[config.mk]
export PLATFORM = sky130hd
export DESIGN_NAME = exp2_seq
export DESIGN_NICKNAME = d
export VERILOG_FILES = /design/src/rtl/exp2_pkg.sv /design/src/rtl/exp2_mul.sv /design/src/rtl/exp2_seq.sv
export SDC_FILE = /design/constraint.sdc
export NUM_CORES = 2
export LEC_CHECK = 0
export CAP_MARGIN = 20
export CORE_MARGIN = 10
export CORE_UTILIZATION = 50
export DETAILED_ROUTE_END_ITERATION = 16
export GPL_ROUTABILITY_DRIVEN = 0
export GPL_TIMING_DRIVEN = 0
export PLACE_DENSITY = 0.7
export SLEW_MARGIN = 20
export SYNTH_ARGS = -nofsm -noshare
export SYNTH_HDL_FRONTEND = slang
export SYNTH_HIERARCHICAL = 1
export SYNTH_SLANG_ARGS = --single-unit
[constraint.sdc]
create_clock -name clk -period 10.7 [get_ports clk]
set_input_delay 2.14 -clock clk [delete_from_list [all_inputs] [get_ports clk]]
set_output_delay 2.14 -clock clk [all_outputs]
set_load 0.02 [all_outputs]
[src/rtl/exp2_pkg.sv]
// exp2_pkg: shared widths, FSM state type and the 2^(2^-k) coefficient table
// for the iterative 2^x unit.
//   C_TAB[k] = round(2^(2^-k) * 2^30), Q2.30, k = 1..16
package exp2_pkg;

  localparam int INT_W = 5;
  localparam int FRAC_W = 16;
  localparam int ACC_W = 32;
  localparam int Y_W = 48;
  localparam int X_W = INT_W + FRAC_W;

  // 1.0 in Q2.30
  localparam logic [ACC_W-1:0] ACC_ONE = 32'h4000_0000;

  typedef enum logic [1:0] {
    S_IDLE  = 2'd0,
    S_MUL   = 2'd1,
    S_SCALE = 2'd2
  } state_t;

  localparam logic [ACC_W-1:0] C_TAB [1:16] = '{
    32'h5A82_799A,  // 2^(1/2)
    32'h4C1B_F829,  // 2^(1/4)
    32'h45CA_E0F2,  // 2^(1/8)
    32'h42D5_61B4,
    32'h4166_C34C,
    32'h40B2_68FA,
    32'h4058_F6A8,
    32'h402C_6BE9,
    32'h4016_321B,
    32'h400B_1818,
    32'h4005_8BCE,
    32'h4002_C5D8,
    32'h4001_62E8,
    32'h4000_B173,
    32'h4000_58B9,
    32'h4000_2C5D   // 2^(1/65536)
  };

  // Out-of-range k (only seen outside MUL) maps to 1.0 so the unused
  // multiplier path never reads past the table.
  function automatic logic [ACC_W-1:0] coef(input logic [4:0] k);
    if (k >= 5'd1 && k <= 5'd16) return C_TAB[k];
    else return ACC_ONE;
  endfunction

endpackage

[src/rtl/exp2_mul.sv]
// exp2_mul: combinational Q2.30 multiply, 64-bit product truncated >> 30.
//   a  in  32  accumulator, Q2.30
//   b  in  32  coefficient, Q2.30
//   p  out 32  (a*b) >> 30, truncated
// Both operands stay below 2.0, so the result always fits in 32 bits.
module exp2_mul
  import exp2_pkg::*;
(
  input  logic [ACC_W-1:0] a,
  input  logic [ACC_W-1:0] b,
  output logic [ACC_W-1:0] p
);

  assign p = ACC_W'((64'(a) * 64'(b)) >> 30);

endmodule

[src/rtl/exp2_seq.sv]
// exp2_seq: sequential 2^x, x unsigned Q5.16, y unsigned Q32.16.
// The fraction is handled by multiplying 1.0 by 2^(2^-k) for each set
// fraction bit (MSB first, 16 fixed cycles); the integer part is a final
// shift in SCALE. Fixed 17-edge latency from the start-sampling edge.
//   clk    in   clock, rising edge
//   rst    in   synchronous active-high reset
//   start  in   request, sampled only in IDLE
//   x      in   21b exponent, Q5.16
//   busy   out  high in MUL and SCALE
//   valid  out  one-cycle pulse when y is updated
//   y      out  48b result, Q32.16, held until next SCALE or reset
//
// state   | meaning
// --------+---------------------------------------------------------
// S_IDLE  | waiting for start; capture x, acc=1.0, k=1 on start
// S_MUL   | 16 cycles, one fraction bit per cycle (bit 16-k)
// S_SCALE | shift acc by integer part into y, pulse valid
module exp2_seq
  import exp2_pkg::*;
(
  input  logic           clk,
  input  logic           rst,
  input  logic           start,
  input  logic [X_W-1:0] x,
  output logic           busy,
  output logic           valid,
  output logic [Y_W-1:0] y
);

  localparam int SH_W = ACC_W + 31;

  state_t            state;
  logic [ACC_W-1:0]  acc;
  logic [ACC_W-1:0]  acc_mul;
  logic [ACC_W-1:0]  coef_k;
  logic [4:0]        k;
  logic [X_W-1:0]    x_q;
  logic [FRAC_W-1:0] frac_q;
  logic              frac_bit;

  assign frac_q   = x_q[FRAC_W-1:0];
  assign frac_bit = frac_q[4'(5'd16 - k)];
  assign coef_k   = coef(k);

  exp2_mul u_mul (
    .a (acc),
    .b (coef_k),
    .p (acc_mul)
  );

  always_ff @(posedge clk) begin
    if (rst) begin
      state <= S_IDLE;
      busy  <= 1'b0;
      valid <= 1'b0;
      y     <= '0;
      acc   <= ACC_ONE;
      k     <= 5'd1;
      x_q   <= '0;
    end else begin
      valid <= 1'b0;
      case (state)
        S_IDLE: begin
          if (start) begin
            x_q   <= x;
            acc   <= ACC_ONE;
            k     <= 5'd1;
            busy  <= 1'b1;
            state <= S_MUL;
          end
        end
        S_MUL: begin
          if (frac_bit) acc <= acc_mul;
          k <= k + 5'd1;
          if (k == 5'd16) state <= S_SCALE;
        end
        S_SCALE: begin
          // Q2.30 << int, then >> 14 lands on Q32.16; cannot exceed 48 bits
          y     <= Y_W'(({31'b0, acc} << x_q[X_W-1:FRAC_W]) >> 14);
          valid <= 1'b1;
          busy  <= 1'b0;
          state <= S_IDLE;
        end
        default: begin
          busy  <= 1'b0;
          state <= S_IDLE;
        end
      endcase
    end
  end

endmodule

==> key figures <==
Synth
  – Seq/Total Area, Yosys: 5.58%
  – Top FF cell, synth: dfxtp_1
  – Synth Instances: around 4400
  – #FFs+latches synth: 110
  – Mapped Avg Cell Area: 8.99 um2
  – Netlist cell types: just under 80
  – Cell Area, Synth: 39400 um2
  – YS warnings: 6
  – Post-synth EDFFs: 0
  – Asr flop ratio synth: 0%

Die
  – # rows: 102
  – # IOs: 74
  – DIE WIDTH: 301 um
  – Core Area: 77800 um2
  – Die area: 90500 um2
  – Die Span Y: 301 um
  – Starting density of the core: 50.7%

Status
  – Failing checks: setup timing
  – Status: finished, violations left

Power
  – Lkg Pwr: 20.0 nW
  – PwrDens: 62.8 nW/um2
  – Peak VDD IR: 67.8 uV

Global routing
  – First-pass GRT wire length: 220 mm
  – Vias in the first global route: between 30000 and 40000
  – Largest net degree at the start of global routing: 20
  – GRT Total Usage: 33.0%
  – Antenna violations before repair: 19
  – GRT overflow: 0

Worst setup path
  – FF-to-FF Start: k[0]
  – Crit. End Element: flip-flop
  – WP data arrival: 11.05 ns
  – Setup crit start: k[0]
  – Worst r2r path cells: 31
  – Crit-path max FO: 10
  – Worst EP required: 10.96 ns
  – Worst path max stage delay: 0.64 ns
  – Highest-delay cell along the critical path: fa_1
  – Worst setup SP type: flip-flop
  – Worst R2R Setup Slack: -0.09 ns
  – Cell repeated most along the worst path: fa_1
  – Worst Setup Path Type: reg -> reg
  – Critical R2R Capture: acc[30]

Detailed routing
  – Drt pass-1 iters: 7
  – # DRC: 0
  – Iteration-0 DRC Markers: slightly above 4000
  – Final ANT Viol Nets: 0
  – Routed vias/inst: 6.04
  – DR vias: 33594
  – Wire per inst: 26.7 um
  – Final WL: 149 mm

Timing
  – Setup Viol. Count Final: 1
  – F_max: 92.7 MHz
  – Measured slew at the worst slew-check pin: ~1.3 ns
  – Final Skew: 0.0167 ns
  – RSZ-0062 raised after global routing: yes
  – Worst hold slack: ~0.46 ns
  – Rel. slew slack: 11.4%
  – Setup WS post-layout: -0.0926 ns
  – Pins Over Slew Limit: 0
  – Min Tclk post-route: 10.79 ns
  – Final Hold Fails: 0
  – Final Cycle Share: 101%
  – Setup tns final: -0.0926 ns

Final layout
  – Layout Nets: 5671
  – Final Non-Filler Cells: 5566
  – Share of layout cells above drive strength 1: 5.29%
  – Layout Cell Area excl Fill: 42400 um2
  – Area grow syn2layout: 7.44%

Placed design
  – Port bufs: slightly above 70
  – Setup WS pre-CTS: -1.12 ns
  – HPWL after DPL: 119 mm
  – Post-DP Area: approximately 42000 um2
  – Dpl cells: 5516

Clocking
  – CTS clk-pin slew, worst paths: 0.08 ns
  – Clk buf depth: 2
  – Clock tree sinks: 110
  – Clock Tree Root: clkbuf_16
  – CTS H-tree lvls: 3
  – TritonCTS clock tree: done
  – TritonCTS buffer count: 9
  – Clock Latency Late Sink: ~0.38 ns

Min path
  – Worst hold path class: reg -> reg
  – Worst Hold Depth: 2
  – Hold EP: x_q[6]
  – Hold Crit Start: x_q[6]

Job
  – Max-cap violations: 0
-- worst max-delay path: cells and delay by family, from the launching register on --
family / cells / cell delay [ns]
adder cells (fa/ha/maj): 10 / 4.96
AO/OA/AOI/OAI: 7 / 2.19
AND/OR/NAND/NOR: 7 / 1.47
buffers and inverters: 6 / 1.36
flip-flops: 1 / 0.41
multiplexers: 1 / 0.23
-- worst max path at each step --
stage,depth (start not counted),slack (ns),end
after global routing,32,-0.24,acc[30]
final,31,-0.09,acc[30]
after CTS,30,-0.05,acc[30]
after global placement,32,-2.93,acc[30]
after detailed placement,34,-1.12,acc[30]
after floorplan,33,1.74,acc[30]
-- cells by family (layout without fill, tap and decap cells) --
group | count (synthesis) | in the layout | synth area share (%)
other | 2 | 43 | 0.0190
buffers and inverters | 1169 | 1264 | 11.3
multiplexers | 100 | 100 | 3.73
flip-flops | 110 | 110 | 5.58
AO/OA/AOI/OAI | 398 | 398 | 6.62
AND/OR/NAND/NOR | 1418 | 1418 | 18.3
adder cells (fa/ha/maj) | 1155 | 1155 | 53.7
XOR/XNOR | 38 | 38 | 0.844
-- timing repair --
item,4_1_cts,5_1_grt
hold buffers,0,0
endpoints found under the setup margin,29,24
gates resized for setup,83,74
pin swaps,2,3
buffers inserted,0,5
-- metrics by stage --
step,util (%),power [mW]
floorplan,-,1.54
finish,54.4,2.66
global route,54.4,2.80
CTS,54.1,2.55
detailed placement,53.4,2.17
global placement,53.3,2.14
-- cell usage in the layout (no fill, tap or decap), drive strengths merged, types with 53 or more instances in the layout --
master         synthesis  routed
clkbuf               254     260
fa                   894     894
and2                 619     619
a21oi                153     153
inv                  887     890
dfxtp                110     110
clkdlybuf4s50          0      72
nand3                 56      56
o21ai                 53      53
ha                   261     261
nand2                537     537
nor2                  95      95
-- flip-flops by register name, summed over array words and instances, names as in the netlist --
name   cells
valid      1
busy       1
k          5
acc       32
state      2
x_q       21
y         48
-- final cells by class --
cell class | instances | area, um2
antenna | 29 | 72.6
clock buffer | 10 | 239
multi-input combinational | 3123 | 33100
timing repair buffer | 79 | 798
tap | 1040 | 1300
fill | 7135 | 35500
buffer | 282 | 1220
inverter | 887 | 3330
clock inverter | 6 | 77.6
sequential | 110 | 2200
-- power breakdown --
group          leakage (nW)  switching, mW  internal [mW]
clock network         0.157          0.178          0.193
logic                  19.0           1.24          0.611
registers             0.890         0.0255          0.419
-- cells in the mapped netlist, drive strengths merged, types with 4 or more instances --
cell type	n	area, um2
a2111oi	5	50.0
a211oi	23	190
a21o	19	143
a21oi	153	766
a221oi	5	50.0
a22oi	20	150
a2bb2oi	4	35.0
a311oi	4	35.0
a31oi	15	93.8
and2	619	3870
and3	6	37.5
buf	28	156
clkbuf	254	953
dfxtp	110	2200
fa	894	17900
ha	261	3270
inv	887	3330
mux2	25	282
mux2i	40	400
mux4	35	788
nand2	537	2020
nand2b	8	50.1
nand3	56	280
nand3b	6	45.0
nand4	16	106
nor2	95	357
nor2b	11	68.8
nor3	34	180
nor3b	4	30.0
o211ai	46	345
o21a	7	52.6
o21ai	53	273
o21bai	7	52.6
o221a	6	67.6
o221ai	4	52.6
or2	10	62.6
or3	7	45.1
xnor2	33	289
xor2	5	43.8
-- layer usage --
metal | track usage (%) | wire (um) | part of all wire [%] | vias to the layer above
met1 | 39.7 | 51000 | 34 | 16798
met4 | 22.7 | 13400 | 9.0 | 12
met3 | 13.7 | 22400 | 15 | 730
met2 | 47.4 | 61900 | 42 | 2569
met5 | 1.30 | 247 | 0.17 | -
li1 | - | - | - | 13485
Note: power is estimated with default switching activity, not from simulation.
